--- src/rtl/stack_arbiter_ctrl.sv ---
// Two-port arbiter and byte sequencer for the 8-bit hardware stack.
// Splits 16-bit pushes/pops into byte strobes and tracks occupancy for bound checks.
module stack_arbiter_ctrl #(
    parameter int DEPTH = 32,
    parameter int CW    = 6
) (
    input  logic          clk,
    input  logic          rst_n,
    input  logic          flush,
    input  logic          a_req,
    input  logic [1:0]    a_op,
    input  logic [15:0]   a_wdata,
    output logic          a_ack,
    input  logic          b_req,
    input  logic [1:0]    b_op,
    input  logic [15:0]   b_wdata,
    output logic          b_ack,
    output logic [15:0]   rdata,
    output logic          err,
    output logic          stk_push,
    output logic          stk_pop,
    output logic          stk_clr,
    output logic [7:0]    stk_din,
    input  logic [7:0]    stk_dout,
    output logic [CW-1:0] count,
    output logic          busy
);

    typedef enum logic [2:0] {
        IDLE, PUSH_HI, PUSH_LO, POP_A, POP_B, CAP, CAP_HI, ACK
    } state_t;

    state_t        state_q, state_d;
    logic [1:0]    op_q, op_d;
    logic [15:0]   wdata_q, wdata_d;
    logic          id_q, id_d;
    logic          last_b_q, last_b_d;
    logic [CW-1:0] count_q, count_d;
    logic [15:0]   rdata_q, rdata_d;
    logic          err_q, err_d;
    logic          a_ack_q, a_ack_d;
    logic          b_ack_q, b_ack_d;
    logic          stk_push_q, stk_push_d;
    logic          stk_pop_q, stk_pop_d;
    logic [7:0]    stk_din_q, stk_din_d;

    logic          flush_clr;
    logic          grant_b;
    logic [1:0]    sel_op;
    logic [15:0]   sel_wdata;
    logic [CW:0]   count_ext;
    logic [CW:0]   need;
    logic          bound_bad;

    // Round-robin: on a tie, B wins only if A was granted last.
    assign grant_b   = b_req & (~a_req | ~last_b_q);
    assign sel_op    = grant_b ? b_op : a_op;
    assign sel_wdata = grant_b ? b_wdata : a_wdata;
    assign count_ext = {1'b0, count_q};
    assign need      = sel_op[1] ? (CW+1)'(2) : (CW+1)'(1);
    assign bound_bad = sel_op[0] ? (count_ext < need)
                                 : (count_ext + need > (CW+1)'(DEPTH));

    always_comb begin
        state_d    = state_q;
        op_d       = op_q;
        wdata_d    = wdata_q;
        id_d       = id_q;
        last_b_d   = last_b_q;
        rdata_d    = rdata_q;
        err_d      = err_q;
        a_ack_d    = 1'b0;
        b_ack_d    = 1'b0;
        stk_push_d = 1'b0;
        stk_pop_d  = 1'b0;
        stk_din_d  = stk_din_q;
        flush_clr  = 1'b0;

        // Occupancy follows the strobes actually issued to the stack.
        count_d = count_q;
        if (stk_push_q) begin
            count_d = count_q + CW'(1);
        end else if (stk_pop_q) begin
            count_d = count_q - CW'(1);
        end

        case (state_q)
            IDLE: begin
                if (flush) begin
                    flush_clr = 1'b1;
                    count_d   = '0;
                end else if (a_req || b_req) begin
                    op_d     = sel_op;
                    wdata_d  = sel_wdata;
                    id_d     = grant_b;
                    last_b_d = grant_b;
                    err_d    = bound_bad;
                    if (bound_bad) begin
                        state_d = ACK;
                        a_ack_d = ~grant_b;
                        b_ack_d = grant_b;
                    end else begin
                        case (sel_op)
                            2'b10: begin
                                state_d    = PUSH_HI;
                                stk_push_d = 1'b1;
                                stk_din_d  = sel_wdata[15:8];
                            end
                            2'b00: begin
                                state_d    = PUSH_LO;
                                stk_push_d = 1'b1;
                                stk_din_d  = sel_wdata[7:0];
                            end
                            default: begin
                                state_d   = POP_A;
                                stk_pop_d = 1'b1;
                            end
                        endcase
                    end
                end
            end
            PUSH_HI: begin
                state_d    = PUSH_LO;
                stk_push_d = 1'b1;
                stk_din_d  = wdata_q[7:0];
            end
            PUSH_LO: begin
                state_d = ACK;
                a_ack_d = ~id_q;
                b_ack_d = id_q;
            end
            POP_A: begin
                if (op_q[1]) begin
                    state_d   = POP_B;
                    stk_pop_d = 1'b1;
                end else begin
                    state_d = CAP;
                end
            end
            POP_B: begin
                rdata_d = {rdata_q[15:8], stk_dout};
                state_d = CAP_HI;
            end
            CAP: begin
                rdata_d = {8'h00, stk_dout};
                state_d = ACK;
                a_ack_d = ~id_q;
                b_ack_d = id_q;
            end
            CAP_HI: begin
                rdata_d = {stk_dout, rdata_q[7:0]};
                state_d = ACK;
                a_ack_d = ~id_q;
                b_ack_d = id_q;
            end
            ACK: begin
                state_d = IDLE;
            end
            default: begin
                state_d = IDLE;
            end
        endcase
    end

    always_ff @(posedge clk) begin
        if (!rst_n) begin
            state_q    <= IDLE;
            last_b_q   <= 1'b1;
            count_q    <= '0;
            rdata_q    <= '0;
            err_q      <= 1'b0;
            a_ack_q    <= 1'b0;
            b_ack_q    <= 1'b0;
            stk_push_q <= 1'b0;
            stk_pop_q  <= 1'b0;
            stk_din_q  <= '0;
        end else begin
            state_q    <= state_d;
            last_b_q   <= last_b_d;
            count_q    <= count_d;
            rdata_q    <= rdata_d;
            err_q      <= err_d;
            a_ack_q    <= a_ack_d;
            b_ack_q    <= b_ack_d;
            stk_push_q <= stk_push_d;
            stk_pop_q  <= stk_pop_d;
            stk_din_q  <= stk_din_d;
        end
    end

    // Latched request fields are only consumed after a grant, so they need no reset.
    always_ff @(posedge clk) begin
        op_q    <= op_d;
        wdata_q <= wdata_d;
        id_q    <= id_d;
    end

    assign stk_clr  = ~rst_n | flush_clr;
    assign a_ack    = a_ack_q;
    assign b_ack    = b_ack_q;
    assign rdata    = rdata_q;
    assign err      = err_q;
    assign stk_push = stk_push_q;
    assign stk_pop  = stk_pop_q;
    assign stk_din  = stk_din_q;
    assign count    = count_q;
    assign busy     = (state_q != IDLE);

endmodule
--- config.mk ---
export PLATFORM = sky130hd
export DESIGN_NAME = stack_arbiter_ctrl
export DESIGN_NICKNAME = d
export VERILOG_FILES = /design/src/rtl/stack_arbiter_ctrl.sv
export SDC_FILE = /design/constraint.sdc
export NUM_CORES = 1
export LEC_CHECK = 0
export BUFFER_PORTS_ARGS = -buffer_cell sky130_fd_sc_hd__buf_2
export CORE_MARGIN = 5
export CORE_UTILIZATION = 40
export DETAILED_ROUTE_END_ITERATION = 8
export PLACE_DENSITY = 0.7
export SYNTH_ARGS = -nofsm -noshare
export SYNTH_HDL_FRONTEND = slang
export SYNTH_SLANG_ARGS = --single-unit
--- constraint.sdc ---
create_clock -name clk -period 2.93 [get_ports clk]
set_clock_uncertainty 0.2 [all_clocks]
set_input_delay 0.1465 -clock clk [delete_from_list [all_inputs] [get_ports clk]]
set_output_delay 0.1465 -clock clk [all_outputs]
set_load 0.01 [all_outputs]
==> metrics <==
Worst EP required=2.92 ns; Synth Instances=around 360; MaxCap Viol Count=0; RSZ-0062 raised after global routing=yes; number of flops mapped to enable cells by yosys=10; post-route cell area=roughly 3800 sq um; Netlist cell types=54; post-route DRC violation count=0; Post-synth top flop=dfxtp_1; Iter 0 DRT Violations=about 150; placed cell area=roughly 3500 sq um; startpoint types=flop; initial antenna violation count=0; row count=31; Final HPWL DP=approximately 6.0 mm; worst slew pin tran=around 0.67 ns; Seq/Total Area, Yosys=0.370; run status=completed; period utilization=0.967; die area=9110 sq um; layout cells sized above 1=0.291; GP Congestion=slightly above 0.8; Synth area leader=dfxtp_1; Peak supply drop=0.000200 V; CTS sink cnt=just under 50; Power Density=roughly 520 nW/um^2; Critical Path AT=roughly 2.8 ns; core area=about 7200 sq um; Finished Layout Cells=~570; syn avg cell area=between 8 and 9 sq um; r2r worst-path depth=11; total CTS buffers=5; largest net degree at the start of global routing=36; Fmax=353 MHz; Async SR Flop Fraction=0; dpl ws=-0.0238 ns; post-DR wirelength/cell=between 10 and 15 um; placed insts=535; vias per cell=roughly 5.2; Final Hold Viols=0; P_leak=about 1.6 nW; Crit. End Element=flop; via count=2969; commonest non-fill, non-tap cells in the layout=buf_2 (85), nand2_1 (66), dfxtp_1 (39); top cell type's share of synthesized area=0.267; Final Max Slew Viols=0; n_diodes=0; CTS max path bufs=2; final WL=about 8.4 mm; synthesis-stage register bit count=49; die extent in y=about 95 um; Setup WS post-layout=approximately 0.098 ns; area grow syn2layout=31.6%; Clock Tree Root=clkbuf_8; worst-path maximum fanout=6; Final ANT Viol Nets=0; final net count=520; Synth Net Count=a little over 400; Overflow after GRT=0; clock latency on the worst-skew pair=~0.3 ns; TritonCTS clock tree=built; endpoints failing setup=0; first-pass GRT wire length=roughly 13 mm; warnings from Yosys=0; fin crit period=about 2.8 ns; commonest non-fill, non-tap cell in the layout=buf_2; critical setup path kind=flop to flop; Initial Util=0.407; TritonRoute pass-1 iters=5; IO Pins=between 80 and 90; top cells by area, synth=dfxtp_1 (27%), edfxtp_1 (10%), nand2_1 (8.5%); via count of the first global-routing pass=~2700; die width=95.4 um; synthesized area=between 2000 and 3000 sq um; H-tree depth=2; port bufs=between 80 and 90; Final Util=0.535; hold path depth=2; CTS clk-pin slew, worst paths=~0.10 ns; Hold Crit Class=primary input to flop; Slew HR=0.552; Global Route Usage Sum=0.182
==> stage by stage <==
step                power, W  hold slack [ns]  setup TNS [ns]
floorplan            0.00131           0.0914               0
global placement     0.00153            0.215               0
detailed placement   0.00154            0.222         -0.0238
CTS                  0.00198           0.0640               0
global route         0.00211            0.120          -0.106
finish               0.00198           0.0715               0
==> kinds of logic (layout without fill, tap and decap cells) <==
kind of cell / Yosys count / count (layout) / share of synthesized area
and+or+nand+nor: 176 / 176 / 0.301
AOI/OAI and AO/OA: 80 / 80 / 0.193
DFF: 49 / 49 / 0.370
buffers and inverters: 35 / 142 / 0.0531
muxes: 12 / 12 / 0.0476
xor gates and xnor gates: 5 / 5 / 0.0150
adders and majority gates: 4 / 4 / 0.0197
==> registers in the layout, indices dropped and copies added (netlist names) <==
name and count:
rdata 16, err 1, last_b_q 1, stk_push 1
wdata_q 8, count 6, stk_din 8, b_ack 1
a_ack 1, state_q 3, op_q 1, id_q 1
stk_pop 1
==> repair_timing <==
action / CTS / global route
hold endpoints to repair: 16 / 0
setup buffers: 0 / 0
pin swaps: 0 / 2
hold buffers: 24 / 0
endpoints found under the setup margin: 6 / 9
resized for setup: 2 / 8
==> cells in the mapped netlist, types with 4 or more instances <==
library cell,count
a21oi_1,13
nor2_1,32
buf_2,5
inv_1,8
clkbuf_1,16
and2_1,11
nor2b_1,17
xnor2_1,4
edfxtp_1,10
mux2i_1,9
a21boi_0,8
nand2_1,66
nor4b_1,8
o21ai_0,14
or3b_2,8
dfxtp_1,39
nor3_1,16
a211oi_1,19
a2111oi_0,8
nand3_1,5
==> metal layers <==
metal	vias to the layer above	track usage	wire [um]
met2	117	0.294	3980
met5	-	0	0
met4	0	0.0782	231
met1	1343	0.239	3720
li1	1488	-	-
met3	21	0.0316	516
==> cell type report <==
class / count / area (sq um)
clock buffer: 5 / 68.8
clock inverter: 3 / 21.3
fill: 673 / 3330
inverter: 10 / 40.0
multi-input combinational: 277 / 1730
sequential: 49 / 1080
tap: 99 / 124
timing repair buffer: 124 / 782
==> worst max-delay path, stage by stage, from the launching register on <==
cell      delay [ns]
dfxtp_1         0.33
a21bo_4         0.22
inv_4           0.06
mux2i_4         0.22
inv_2           0.09
nor2_1          0.13
fa_2            0.46
a211oi_1        0.28
a22oi_2         0.19
buf_6           0.18
nor4b_2         0.29
a211oi_1        0.07
==> worst paths after layout <==
path / start / endpoint / slack [ns]
max: last_b_q$_SDFFE_PN1P_ / stk_din[3]$_SDFFE_PN0P_ / 0.1
min: rst_n / last_b_q$_SDFFE_PN1P_ / 0.07
max reg2reg: last_b_q$_SDFFE_PN1P_ / stk_din[3]$_SDFFE_PN0P_ / 0.1
min reg2reg: rdata[4]$_SDFFE_PN0P_ / rdata[4]$_SDFFE_PN0P_ / 0.26
==> report_power, final <==
part           total [W]  switching [W]  internal (W)
logic           0.000725       0.000406      0.000319
clock network   0.000405       0.000237      0.000169
registers       0.000850      0.0000708      0.000779
total            0.00198       0.000714       0.00127
No activity file was read; power rests on OpenSTA's default activity.
